[src/rtl/ram_arb_pkg.sv]
// Shared definitions for the two-master RAM arbiter: FSM state encoding and
// default geometry of the RAM port.
package ram_arb_pkg;

  localparam int unsigned ARB_ADDR_WIDTH = 15;
  localparam int unsigned ARB_DATA_WIDTH = 32;
  localparam int unsigned ARB_RD_LAT     = 1;

  // Wide enough to hold the largest legal read latency (4).
  localparam int unsigned ARB_CNT_WIDTH  = 3;

  typedef enum logic [1:0] {
    ST_IDLE  = 2'd0,
    ST_ISSUE = 2'd1,
    ST_WAIT  = 2'd2,
    ST_RESP  = 2'd3
  } arb_state_e;

endpackage

[src/rtl/ram_arb2_rr_arb2.sv]
// Two-way round-robin selector. The pointer is held by the caller; this block
// picks a winner and returns the pointer value to store.
module rr_arb2 (
  input  logic [1:0] req_i,
  input  logic       last_i,
  input  logic       update_i,
  output logic       gnt_valid_o,
  output logic       gnt_idx_o,
  output logic       last_o
);

  always_comb begin
    gnt_valid_o = |req_i;
    gnt_idx_o   = 1'b0;
    case (req_i)
      2'b01:   gnt_idx_o = 1'b0;
      2'b10:   gnt_idx_o = 1'b1;
      // Tie: the master that was not granted last time wins.
      2'b11:   gnt_idx_o = ~last_i;
      default: gnt_idx_o = 1'b0;
    endcase
    last_o = (update_i && gnt_valid_o) ? gnt_idx_o : last_i;
  end

endmodule

[src/rtl/ram_arb2.sv]
// Two-master arbiter in front of a single-port RAM with fixed read latency.
// One transaction at a time: IDLE -> ISSUE -> (WAIT x RD_LAT -> RESP) -> IDLE.
module ram_arb2
  import ram_arb_pkg::*;
#(
  parameter int unsigned ADDR_WIDTH = ARB_ADDR_WIDTH,
  parameter int unsigned DATA_WIDTH = ARB_DATA_WIDTH,
  parameter int unsigned RD_LAT     = ARB_RD_LAT
) (
  input  logic                    clk_i,
  input  logic                    rst_i,

  input  logic                    m0_valid_i,
  output logic                    m0_ready_o,
  input  logic [ADDR_WIDTH-1:0]   m0_addr_i,
  input  logic [DATA_WIDTH-1:0]   m0_wdata_i,
  input  logic [DATA_WIDTH/8-1:0] m0_wstrb_i,
  output logic [DATA_WIDTH-1:0]   m0_rdata_o,
  output logic                    m0_rvalid_o,

  input  logic                    m1_valid_i,
  output logic                    m1_ready_o,
  input  logic [ADDR_WIDTH-1:0]   m1_addr_i,
  input  logic [DATA_WIDTH-1:0]   m1_wdata_i,
  input  logic [DATA_WIDTH/8-1:0] m1_wstrb_i,
  output logic [DATA_WIDTH-1:0]   m1_rdata_o,
  output logic                    m1_rvalid_o,

  output logic [ADDR_WIDTH-1:0]   ram_addr_o,
  output logic [DATA_WIDTH-1:0]   ram_wdata_o,
  output logic [DATA_WIDTH/8-1:0] ram_wstrb_o,
  input  logic [DATA_WIDTH-1:0]   ram_rdata_i,

  output logic                    busy_o
);

  localparam int unsigned STRB_WIDTH = DATA_WIDTH / 8;

  arb_state_e                 state_q, state_d;
  logic [ARB_CNT_WIDTH-1:0]   cnt_q, cnt_d;
  logic                       win_q, win_d;
  logic                       last_q, last_d;
  logic [ADDR_WIDTH-1:0]      addr_q, addr_d;
  logic [DATA_WIDTH-1:0]      wdata_q, wdata_d;
  logic [STRB_WIDTH-1:0]      wstrb_q, wstrb_d;
  logic [DATA_WIDTH-1:0]      rdata0_q, rdata0_d;
  logic [DATA_WIDTH-1:0]      rdata1_q, rdata1_d;

  logic                       arb_update;
  logic                       gnt_valid;
  logic                       gnt_idx;

  // Pointer only moves when a grant is actually taken in IDLE.
  assign arb_update = (state_q == ST_IDLE);

  rr_arb2 u_rr_arb2 (
    .req_i       ({m1_valid_i, m0_valid_i}),
    .last_i      (last_q),
    .update_i    (arb_update),
    .gnt_valid_o (gnt_valid),
    .gnt_idx_o   (gnt_idx),
    .last_o      (last_d)
  );

  always_comb begin
    state_d  = state_q;
    cnt_d    = cnt_q;
    win_d    = win_q;
    addr_d   = addr_q;
    wdata_d  = wdata_q;
    wstrb_d  = wstrb_q;
    rdata0_d = rdata0_q;
    rdata1_d = rdata1_q;

    case (state_q)
      ST_IDLE: begin
        if (gnt_valid) begin
          win_d   = gnt_idx;
          addr_d  = gnt_idx ? m1_addr_i  : m0_addr_i;
          wdata_d = gnt_idx ? m1_wdata_i : m0_wdata_i;
          wstrb_d = gnt_idx ? m1_wstrb_i : m0_wstrb_i;
          state_d = ST_ISSUE;
        end
      end
      ST_ISSUE: begin
        if (wstrb_q == '0) begin
          cnt_d   = ARB_CNT_WIDTH'(RD_LAT);
          state_d = ST_WAIT;
        end else begin
          state_d = ST_IDLE;
        end
      end
      ST_WAIT: begin
        cnt_d = cnt_q - 1'b1;
        // RAM data is valid during the last WAIT cycle; capture it here so
        // RESP presents registered data alongside the rvalid pulse.
        if (cnt_q == ARB_CNT_WIDTH'(1)) begin
          if (win_q) begin
            rdata1_d = ram_rdata_i;
          end else begin
            rdata0_d = ram_rdata_i;
          end
          state_d = ST_RESP;
        end
      end
      ST_RESP: begin
        state_d = ST_IDLE;
      end
      default: begin
        state_d = ST_IDLE;
      end
    endcase
  end

  always_ff @(posedge clk_i) begin
    if (rst_i) begin
      state_q  <= ST_IDLE;
      cnt_q    <= '0;
      win_q    <= 1'b0;
      last_q   <= 1'b1;
      addr_q   <= '0;
      wdata_q  <= '0;
      wstrb_q  <= '0;
      rdata0_q <= '0;
      rdata1_q <= '0;
    end else begin
      state_q  <= state_d;
      cnt_q    <= cnt_d;
      win_q    <= win_d;
      last_q   <= last_d;
      addr_q   <= addr_d;
      wdata_q  <= wdata_d;
      wstrb_q  <= wstrb_d;
      rdata0_q <= rdata0_d;
      rdata1_q <= rdata1_d;
    end
  end

  assign ram_addr_o  = addr_q;
  assign ram_wdata_o = wdata_q;
  assign ram_wstrb_o = (state_q == ST_ISSUE) ? wstrb_q : '0;

  assign m0_ready_o  = (state_q == ST_ISSUE) && !win_q;
  assign m1_ready_o  = (state_q == ST_ISSUE) &&  win_q;
  assign m0_rvalid_o = (state_q == ST_RESP)  && !win_q;
  assign m1_rvalid_o = (state_q == ST_RESP)  &&  win_q;
  assign m0_rdata_o  = rdata0_q;
  assign m1_rdata_o  = rdata1_q;

  assign busy_o = (state_q != ST_IDLE);

endmodule

[config.mk]
export PLATFORM = sky130hd
export DESIGN_NAME = ram_arb2
export DESIGN_NICKNAME = d
export VERILOG_FILES = /design/src/rtl/ram_arb_pkg.sv /design/src/rtl/ram_arb2_rr_arb2.sv /design/src/rtl/ram_arb2.sv
export SDC_FILE = /design/constraint.sdc
export NUM_CORES = 1
export LEC_CHECK = 0
export ABC_CLOCK_PERIOD_IN_PS = 1600
export CAP_MARGIN = 30
export CORE_MARGIN = 2
export CORE_UTILIZATION = 37
export CTS_BUF_LIST = sky130_fd_sc_hd__clkbuf_2
export DETAILED_ROUTE_END_ITERATION = 10
export PLACE_DENSITY = 0.79
export RECOVER_POWER = 25
export SLEW_MARGIN = 40
export SYNTH_ARGS = -nofsm -noshare
export SYNTH_HDL_FRONTEND = slang
export SYNTH_SLANG_ARGS = --single-unit
[constraint.sdc]
create_clock -name clk_i -period 1.6 [get_ports clk_i]
set_input_delay 0.32 -clock clk_i [delete_from_list [all_inputs] [get_ports clk_i]]
set_output_delay 0.32 -clock clk_i [all_outputs]
set_load 0.01 [all_outputs]
==> results of run 1 <==
cell type report:
| type | instances | area [um^2] | area share [%] |
|---|---|---|---|
| inverters | 5 | 18.8 | 0.220 |
| multi-input cells | 405 | 2410 | 28.2 |
| diodes | 1 | 2.50 | 0.0293 |
| clock buffers | 17 | 85.1 | 0.995 |
| clock inverters | 14 | 180 | 2.11 |
| repair buffers | 313 | 3040 | 35.6 |
| flip-flops and latches | 122 | 2590 | 30.3 |
| well taps | 176 | 220 | 2.58 |
cells in the final DEF, fill, tap and decap left out, types with 4 or more instances in the layout:
cell	synthesis	layout
clkinv_2	0	5
clkbuf_2	0	17
buf_4	3	36
buf_2	6	57
nor2_1	5	4
nand2_1	201	201
buf_16	0	6
buf_6	2	64
buf_12	1	11
clkdlybuf4s50_1	0	136
dfxtp_2	0	116
a21oi_1	54	54
bufinv_16	0	4
a311oi_1	51	51
dfxtp_1	122	6
mux2i_1	64	63
stage by stage:
stage          power (mW)  utilization [%]
2_1_floorplan        4.20                -
3_3_place_gp         5.24             59.8
3_5_place_dp         5.26             59.8
4_1_cts              7.35             60.9
5_1_grt              7.74             64.0
6_report             7.38             64.0
metal layers:
metal | up-vias | global-route usage [%] | routed length [um]
li1 | 2583 | - | -
met1 | 2429 | 25.5 | 6550
met2 | 226 | 39.0 | 8520
met3 | 22 | 8.08 | 1530
met4 | 0 | 8.98 | 277
met5 | - | 0 | 0
logic make-up after synthesis:
kind of cell	Yosys count	synth area share, %
DFF	122	48.1
adders and majority gates	2	0.492
AOI/OAI and AO/OA	115	15.7
buffers and inverters	56	5.56
muxes	64	12.6
and+or+nand+nor	224	17.6
power by group:
part | total (mW) | switching (mW) | internal, mW | leakage, nW
registers | 3.42 | 0.131 | 3.29 | 1.05
logic | 1.78 | 0.828 | 0.957 | 2.58
clock network | 2.17 | 1.17 | 0.999 | 0.153
total | 7.38 | 2.13 | 5.25 | 3.78
repair_timing:
| item | 4_1_cts | 5_1_grt |
|---|---|---|
| hold buffers | 1 | 0 |
| pin swaps | 7 | 1 |
| buffers inserted | 13 | 11 |
| gates resized for setup | 621 | 72 |
| cloned | 6 | 0 |
| hold endpoints to repair | 5 | 0 |
| setup endpoints to repair | 184 | 134 |
state kept, by name, indices dropped and copies added, names as in the netlist, named ones only:
register and count:
cnt_q 3, last_q 1, m0_rdata_o 32, m1_rdata_o 32
ram_addr_o 15, ram_wdata_o 32, state_q 1, win_q 1
wstrb_q 4
worst min-delay path, cell delays in order:
cell	delay [ps]
clkdlybuf4s50_1	390
nand2_1	50
a311oi_1	70
worst min path at each step:
stage,cells after the start,end,start
after CTS,3,ram_wdata_o[22],m0_wdata_i[22]
after global placement,2,m0_rdata_o[2],m0_rdata_o[2]
after floorplan,2,cnt_q[0],cnt_q[0]
after detailed placement,2,m0_rdata_o[20],m0_rdata_o[20]
final,3,ram_wdata_o[22],m0_wdata_i[22]
after global routing,3,ram_wdata_o[14],m0_wdata_i[14]
==> flow_metrics.py, run 1 <==
metrics = {
    "worst_setup_path": {
        "path_buf_inv": 1,
        "slowest_delay_ps": 350,
        "reg2reg_depth": 7,
        "cp_max_fo": 7,
        "reg2reg_from": "state_q[0]",
        "arrival_ps": 1540,
        "cpMaxStageDelayCell": "dfxtp_2",
        "crit_family": "simple AND/OR/NAND/NOR gates",
        "reg2reg_slack_ps": -70,
        "timing.rr.end": "m0_rdata_o[21]",
        "worst_ep_required_time_ps": 1280,
        "critPathLaunchType": "flip-flop",
        "crit_end": "ram_wstrb_o[2]",
        "worst_setup_path_end_kind": "output pin",
        "cp.depth": 3,
        "critPathKind": "flip-flop to output pin",
        "path_cells": "and2b_2 > and2_1 > buf_2",
    },
    "clocking": {
        "clk_path_buf_depth": 2,
        "cts_tree": "yes",
        "clkLatencyLatePin_ps": 680,
        "cts_sinks": 122,
        "cts_root_buf": "clkbuf_2",
        "htreeDepth": 4,
        "cts_buffers": 17,
        "clkTransAtPathRegs_ps": 190,
    },
    "synth": {
        "synth_edf_count": 0,
        "ys_types": 33,
        "ys.warnings.count": 0,
        "synth_seq_cells": 122,
        "synthCells": 583,
        "synthesis.area_mm2": 0.00508,
        "synth.most_common_cell": "nand2_1",
        "postSynthNetCount": 723,
        "synth_largest_area_cell": "dfxtp_1",
        "synth_top_area_share_pct": 48.1,
        "async_reset_ff_share_pct": 0,
        "synth_seq_area_share_pct": 48.1,
        "netlist_top_cells_count": "nand2_1 (201), dfxtp_1 (122), mux2i_1 (64)",
        "yosys-top-cells-area": "dfxtp_1 (48%), nand2_1 (15%), mux2i_1 (13%), a311oi_1 (8.8%), a21oi_1 (5.3%)",
        "syn_avg_cell_area_um2": 8.72,
        "synthFlopType": "dfxtp_1",
    },
    "floorplan": {
        "dieWidth_um": 121,
        "die-area_mm2": 0.0147,
        "core_area_mm2": 0.0133,
        "start_util_pct": 38.1,
        "die_h_um": 121,
        "rows": 42,
        "ios": 258,
    },
    "sta": {
        "tightest_slew_ps": 454,
        "period_share_pct": 116,
        "hold_slack_ps": 172,
        "fmax_ghz": 0.537,
        "tns_ps": -3640,
        "rsz0062_at_grt": "true",
        "slew_headroom_pct": 69.7,
        "report.final.slew_viol_count": 0,
        "hold_violations": 0,
        "skew_ps": 26.5,
        "finalCriticalPeriod_ps": 1860,
        "setup_violations": 64,
        "fin_ws_ps": -261,
    },
    "route": {
        "remaining_drc_errors": 0,
        "firstDrtPassIters": 4,
        "drt_iter0_markers": 348,
        "vias_per_cell": 5.00,
        "dr_total_vias": 5260,
        "wirelength_mm": 16.9,
        "drtAntennaViolNets": 0,
        "wl_per_cell_um": 16.0,
    },
    "grt": {
        "overflow": 0,
        "antenna_found_initial": 1,
        "grt_pass1_vias": 4957,
        "grt_first_pass_wirelength_mm": 25.8,
        "grt_max_degree": 57,
        "grt.total_usage_pct": 22.7,
    },
    "layout": {
        "fill_cells": 1110,
        "area_growth_pct": 68.2,
        "final_cell_area_mm2": 0.00855,
        "final_cells": 1053,
        "layout-drive-gt1-share_pct": 38.8,
        "final_nets": 1004,
    },
    "place": {
        "gp_congestion": 0.814,
        "port_buffers": 257,
        "hpwl_mm": 10.9,
        "pre_cts_slack_ps": -229,
        "placedCellCount": 991,
        "place_area_mm2": 0.00798,
    },
    "outcome": {
        "violations": "setup timing",
        "status": "finished with violations",
    },
    "pwr": {
        "p_leak_nw": 3.78,
        "p_per_area_mw_per_mm2": 863,
        "peakVddDrop_v": 0.000455,
    },
    "worst_hold_path": {
        "hold_path.class": "primary input to flip-flop",
    },
    "flow_run": {
        "maxCapViolCount": 0,
    },
}
Power figures use the tool's default switching activity.
==> run 2, diff against run 1 <==
--- a/config.mk
+++ b/config.mk
@@ -5,13 +5,14 @@
 export SDC_FILE = /design/constraint.sdc
 export NUM_CORES = 1
 export LEC_CHECK = 0
+export ABC_AREA = 1
 export ABC_CLOCK_PERIOD_IN_PS = 1600
 export CAP_MARGIN = 30
 export CORE_MARGIN = 2
 export CORE_UTILIZATION = 37
 export CTS_BUF_LIST = sky130_fd_sc_hd__clkbuf_2
 export DETAILED_ROUTE_END_ITERATION = 10
-export PLACE_DENSITY = 0.79
+export PLACE_DENSITY = 0.8
 export RECOVER_POWER = 25
 export SLEW_MARGIN = 40
 export SYNTH_ARGS = -nofsm -noshare
==> run 2 against run 1 <==
  * The flow still finishes with violations (setup timing)
  * Global-route usage decreased by 1.4 points
  * Register-to-register slack improved by 80 ps
  * Combinational power decreased by 8%
  * Wire length shrank 10%
  * Non-clock buffer count is 32 lower
  * Clock-buffer cell count increased by 6
  * Core utilization down 2.9 points
  * Sequential share of layout area increased by 3.1 points
  * Largest cell class is now sequential cells
==> flow_metrics.py, run 2 <==
metrics = {
    "layout": {
        "final_cells": 1117,
        "layout_common_cells": "nor2_1 (187), clkdlybuf4s50_1 (137), o21ai_0 (116), dfxtp_2 (112), nand2_1 (110)",
        "fill_cells": 1227,
        "layout-drive-gt1-share_pct": 32.6,
        "area_growth_pct": 59.8,
        "final_nets": 1071,
        "final_common_cell": "nor2_1",
    },
    "clocking": {
        "clkTransAtPathRegs_ps": 180,
        "cts_sinks": 122,
        "cts_tree": "yes",
        "clk_path_buf_depth": 2,
        "htreeDepth": 4,
        "clkLatencyLatePin_ps": 670,
        "cts_buffers": 17,
        "cts_root_buf": "clkbuf_2",
        "holdBufCountCts": 0,
    },
    "synth": {
        "synth_largest_area_cell": "dfxtp_1",
        "synthesis.area_mm2": 0.00486,
        "synthFlopType": "dfxtp_1",
        "async_reset_ff_share_pct": 0,
        "synth_edf_count": 0,
        "synthCells": 677,
        "yosys-top-cells-area": "dfxtp_1 (50%), nor2_1 (15%), o21ai_0 (12%), nand2_1 (8.5%), a21oi_1 (5.8%)",
        "syn_avg_cell_area_um2": 7.18,
        "ys.warnings.count": 0,
        "ys_types": 24,
        "synth_top_area_share_pct": 50.2,
        "synth_seq_area_share_pct": 50.2,
        "synth.most_common_cell": "nor2_1",
        "postSynthNetCount": 817,
        "netlist_top_cells_count": "nor2_1 (190), dfxtp_1 (122), o21ai_0 (117)",
        "synth_seq_cells": 122,
    },
    "route": {
        "dr_total_vias": 5262,
        "remaining_drc_errors": 0,
        "drt_iter0_markers": 340,
        "wirelength_mm": 15.2,
        "drtAntennaViolNets": 0,
        "vias_per_cell": 4.71,
        "wl_per_cell_um": 13.6,
        "firstDrtPassIters": 6,
    },
    "pwr": {
        "peakVddDrop_v": 0.000457,
        "p_leak_nw": 3.58,
        "p_per_area_mw_per_mm2": 909,
    },
    "sta": {
        "skew_ps": 19.4,
        "hold_violations": 0,
        "slew_headroom_pct": 69.8,
        "finalCriticalPeriod_ps": 1800,
        "setup_violations": 9,
        "fin_ws_ps": -196,
        "report.final.slew_viol_count": 0,
        "tightest_slew_ps": 453,
        "period_share_pct": 112,
        "rsz0062_at_grt": "true",
        "fmax_ghz": 0.557,
    },
    "grt": {
        "grt_pass1_vias": 4860,
        "grt_first_pass_wirelength_mm": 23.9,
        "antenna_found_initial": 1,
        "overflow": 0,
        "grt.total_usage_pct": 21.3,
        "grt_max_degree": 54,
    },
    "worst_setup_path": {
        "critPathLaunchType": "flip-flop",
        "cp_max_fo": 6,
        "critPathKind": "flip-flop to output pin",
        "reg2reg_from": "state_q[0]",
        "path_cells": "nor2_4 > inv_4 > nor2_2 > buf_2",
        "worst_setup_path_end_kind": "output pin",
        "worst_ep_required_time_ps": 1280,
        "cpMaxStageDelayCell": "dfxtp_4",
        "arrival_ps": 1480,
        "slowest_delay_ps": 400,
    },
    "floorplan": {
        "dieWidth_um": 119,
        "die_h_um": 119,
        "rows": 41,
        "die-area_mm2": 0.0141,
        "core_area_mm2": 0.0127,
        "ios": 258,
        "start_util_pct": 38.2,
    },
    "place": {
        "pre_cts_slack_ps": -119,
        "hpwl_mm": 10.6,
        "gp_congestion": 0.826,
        "placedCellCount": 1080,
        "port_buffers": 257,
    },
    "worst_hold_path": {
        "min-delay-start": "m1_wdata_i[26]",
        "hold_path.class": "primary input to flip-flop",
    },
    "outcome": {
        "status": "finished with violations",
        "violations": "setup timing",
    },
    "flow_run": {
        "maxCapViolCount": 0,
    },
}
## run 2: cell count changes after synthesis, moves of 5 or more
cell,change
mux2i_1,-64
clkbuf_1,-12
and2_1,-6
buf_2,+5
nor2_1,+185
inv_2,+5
inv_1,+9
o21ai_0,+114
nand2_1,-91
a311oi_1,-51
## run 2: logic make-up after synthesis
kind of cell             count (synthesis)  synth area share, %
flip-flops                             122                 50.2
AND/OR/NAND/NOR                        312                 24.7
AO/OA/AOI/OAI                          176                 18.2
adder cells (fa/ha/maj)                  2                0.514
buffers and inverters                   65                 6.33
## run 2: path summary, 6_finish.rpt
path | endpoint | slack, ps | cells after the start
hold reg to reg | m0_rdata_o[25] | 490 | 2
setup reg to reg | m0_rdata_o[6] | 10 | 8
hold / removal | ram_wdata_o[26] | 220 | 3
setup / recovery | m1_ready_o | -200 | 4
## run 2: per-layer routing
metal | vias up | global-route usage (%) | share of wire [%] | wire [um]
met1 | 2340 | 24.8 | 40 | 6130
met2 | 205 | 34.8 | 48 | 7310
met3 | 27 | 8.40 | 9.3 | 1420
met4 | 0 | 8.85 | 2.2 | 329
li1 | 2690 | - | - | -
met5 | - | 0 | 0 | 0
## run 2: worst max-delay path, delay by kind of cell (launching register included)
family        cells  cell delay, ps
buf+inv           2             200
simple gates      2             230
flops             1             400
## run 2: area by class of cell
| cell class | instances | area, um^2 | share of cell area, % |
|---|---|---|---|
| Antenna cell | 1 | 2.50 | 0.0322 |
| Clock buffer | 23 | 115 | 1.48 |
| Clock inverter | 9 | 123 | 1.58 |
| Inverter | 19 | 81.3 | 1.05 |
| Multi-Input combinational cell | 490 | 2150 | 27.6 |
| Sequential cell | 122 | 2590 | 33.3 |
| Tap cell | 172 | 215 | 2.77 |
| Timing Repair Buffer | 281 | 2500 | 32.1 |
## run 2: per-stage QoR
stage	cell area [um^2]	power [mW]	util, %	hold slack, ps	setup TNS, ps
4_1_cts	7470	7.10	58.7	115	-2520
3_3_place_gp	7630	5.17	60.0	462	-2920
5_1_grt	7770	7.50	61.1	128	-5850
2_1_floorplan	4860	4.25	-	389	0
3_5_place_dp	7630	5.19	60.0	469	-4030
6_report	7770	7.07	61.1	222	-1590
## run 2: where the power goes
group	internal [mW]	leakage [nW]	switching, mW
sequential	3.30	1.05	0.118
combinational	0.823	2.37	0.820
clock	0.898	0.159	1.11
total	5.02	3.58	2.05
## run 2: timing repair
item | 4_1_cts | 5_1_grt
cloned | 0 | 0
resized for setup | 606 | 60
setup endpoints to repair | 120 | 85
buffers inserted | 3 | 1
pin swaps | 1 | 2
==> run 3, diff against run 2 <==
--- a/config.mk
+++ b/config.mk
@@ -12,7 +12,7 @@
 export CORE_UTILIZATION = 37
 export CTS_BUF_LIST = sky130_fd_sc_hd__clkbuf_2
 export DETAILED_ROUTE_END_ITERATION = 10
-export PLACE_DENSITY = 0.8
+export PLACE_DENSITY = 0.79
 export RECOVER_POWER = 25
 export SLEW_MARGIN = 40
 export SYNTH_ARGS = -nofsm -noshare
==> run 3 against run 2 <==
  * The flow still finishes with violations (setup timing)
  * Non-clock buffer count is 1 higher
  * Die area stayed put
  * Sequential share of layout area is 1.5 points higher
  * Clock power is 19% lower
  * Wire length is 0.30% lower
  * Sequential cell count stayed put
  * Via count is 0.44% higher
  * Power is 6.4% lower
  * Largest power group unchanged
  * Critical path type unchanged
  * Cell count stayed put
==> flow_metrics.py, run 3 (synthesis results as in run 2) <==
metrics = {
    "grt": {
        "grt.total_usage_pct": 21.5,
        "grt_max_degree": 50,
        "grt_first_pass_wirelength_mm": 24.4,
        "antenna_found_initial": 1,
        "overflow": 0,
        "grt_pass1_vias": 4980,
    },
    "pwr": {
        "p_per_area_mw_per_mm2": 889,
        "power.total_mw": 6.62,
        "p_leak_nw": 3.49,
        "peakVddDrop_v": 0.000483,
    },
    "clocking": {
        "clk_path_buf_depth": 2,
        "cts_buffers": 17,
        "clkTransAtPathRegs_ps": 160,
        "cts_tree": "yes",
        "clkLatencyLatePin_ps": 670,
        "holdBufCountCts": 0,
        "cts_sinks": 122,
        "htreeDepth": 4,
        "cts_root_buf": "clkbuf_2",
    },
    "route": {
        "vias_per_cell": 4.73,
        "wl_per_cell_um": 13.6,
        "drt-met1-wl_mm": 6.27,
        "dr_total_vias": 5285,
        "met2_length_mm": 7.21,
        "wirelength_mm": 15.1,
        "wl_met3_mm": 1.24,
        "drtAntennaViolNets": 0,
        "firstDrtPassIters": 4,
        "top_layer": "met4",
        "drt_iter0_markers": 327,
        "remaining_drc_errors": 0,
    },
    "sta": {
        "tightest_slew_ps": 460,
        "hold_slack_ps": 225,
        "report.final.slew_viol_count": 0,
        "hold_violations": 0,
        "period_share_pct": 112,
        "slew_headroom_pct": 69.4,
        "fin_ws_ps": -194,
        "fmax_ghz": 0.557,
        "skew_ps": 21.5,
        "setup_violations": 13,
        "rsz0062_at_grt": "true",
        "finalCriticalPeriod_ps": 1790,
    },
    "floorplan": {
        "dieWidth_um": 119,
        "die_h_um": 119,
        "start_util_pct": 38.2,
        "core_area_mm2": 0.0127,
        "ios": 258,
        "rows": 41,
        "die-area_mm2": 0.0141,
    },
    "layout": {
        "final_nets": 1072,
        "final_cells": 1117,
        "layout-drive-gt1-share_pct": 32.4,
        "area_growth_pct": 53.0,
        "multi_input_area_mm2": 0.00214,
        "fill_cells": 1266,
        "final_common_cell": "nor2_1",
        "ff_latch_area_mm2": 0.00259,
        "layout_common_cells": "nor2_1 (186), clkdlybuf4s50_1 (137), o21ai_0 (117), buf_2 (115), dfxtp_2 (113)",
        "final_cell_area_mm2": 0.00744,
    },
    "place": {
        "gp_congestion": 0.799,
        "place_area_mm2": 0.00765,
        "hpwl_mm": 10.7,
        "placedCellCount": 1083,
        "pre_cts_slack_ps": -108,
        "port_buffers": 257,
    },
    "worst_setup_path": {
        "cp_max_fo": 4,
        "worst_setup_path_end_kind": "output pin",
        "critPathLaunchType": "flip-flop",
        "arrival_ps": 1470,
        "worst_ep_required_time_ps": 1280,
        "critPathKind": "flip-flop to output pin",
    },
    "worst_hold_path": {
        "hold_path.class": "primary input to flip-flop",
    },
    "outcome": {
        "status": "finished with violations",
        "violations": "setup timing",
    },
    "flow_run": {
        "maxCapViolCount": 0,
    },
}
==> run 3: cell count changes in the layout (fill, tap and decap cells not counted), moves of 2 or more <==
cell | before | now
clkinv_1 | 1 | 3
clkinvlp_4 | 0 | 2
buf_2 | 74 | 115
buf_12 | 5 | 3
clkbuf_2 | 23 | 21
bufinv_16 | 3 | 1
buf_4 | 20 | 15
clkbuf_4 | 0 | 2
buf_6 | 45 | 8
nor2_2 | 3 | 5
==> run 3: cell type report <==
class	instances	share of cell area (%)
antenna	1	0.0336
clock buffer	20	1.35
clock inverter	11	1.09
inverter	19	1.06
multi-input combinational	490	28.8
sequential	122	34.8
tap	172	2.89
timing repair buffer	282	30.0
==> run 3: metrics by stage <==
stage	util [%]	setup TNS, ps
after detailed placement	60.1	-4320
after CTS	58.4	-2290
after global placement	60.1	-2790
after floorplan	-	0
after global routing	58.5	-6130
final	58.5	-1660
==> run 3: what timing repair did <==
item | in CTS | in global routing
cloned | 0 | 0
buffers inserted | 2 | 0
setup endpoints to repair | 120 | 30
pin swaps | 0 | 0
gates resized for setup | 607 | 13
==> run 3: critical path: stages, from the launching register on <==
cell,delay (ps)
dfxtp_2,360
inv_4,80
clkbuf_1,180
nand2_4,80
buf_6,120
==> run 3: layer usage <==
layer	up-vias	global-route usage, %
met5	-	0
met4	0	9.52
met3	32	8.49
met2	211	35.3
met1	2351	24.5
li1	2691	-
==> run 3: path summary, 6_finish.rpt <==
kind                                       end  slack (ps)  depth (start not counted)      startpoint
worst max-delay path                    busy_o        -190                          4      state_q[0]
worst max register to register  ram_addr_o[12]         -10                          8      state_q[0]
worst min-delay path            ram_addr_o[13]         220                          3   m1_addr_i[13]
worst min register to register  m0_rdata_o[14]         490                          2  m0_rdata_o[14]
==> run 3: power by group <==
group	internal, mW	leakage (nW)	switching [mW]
sequential	3.30	1.04	0.114
combinational	0.756	2.33	0.814
clock	0.539	0.122	1.09
total	4.59	3.49	2.02
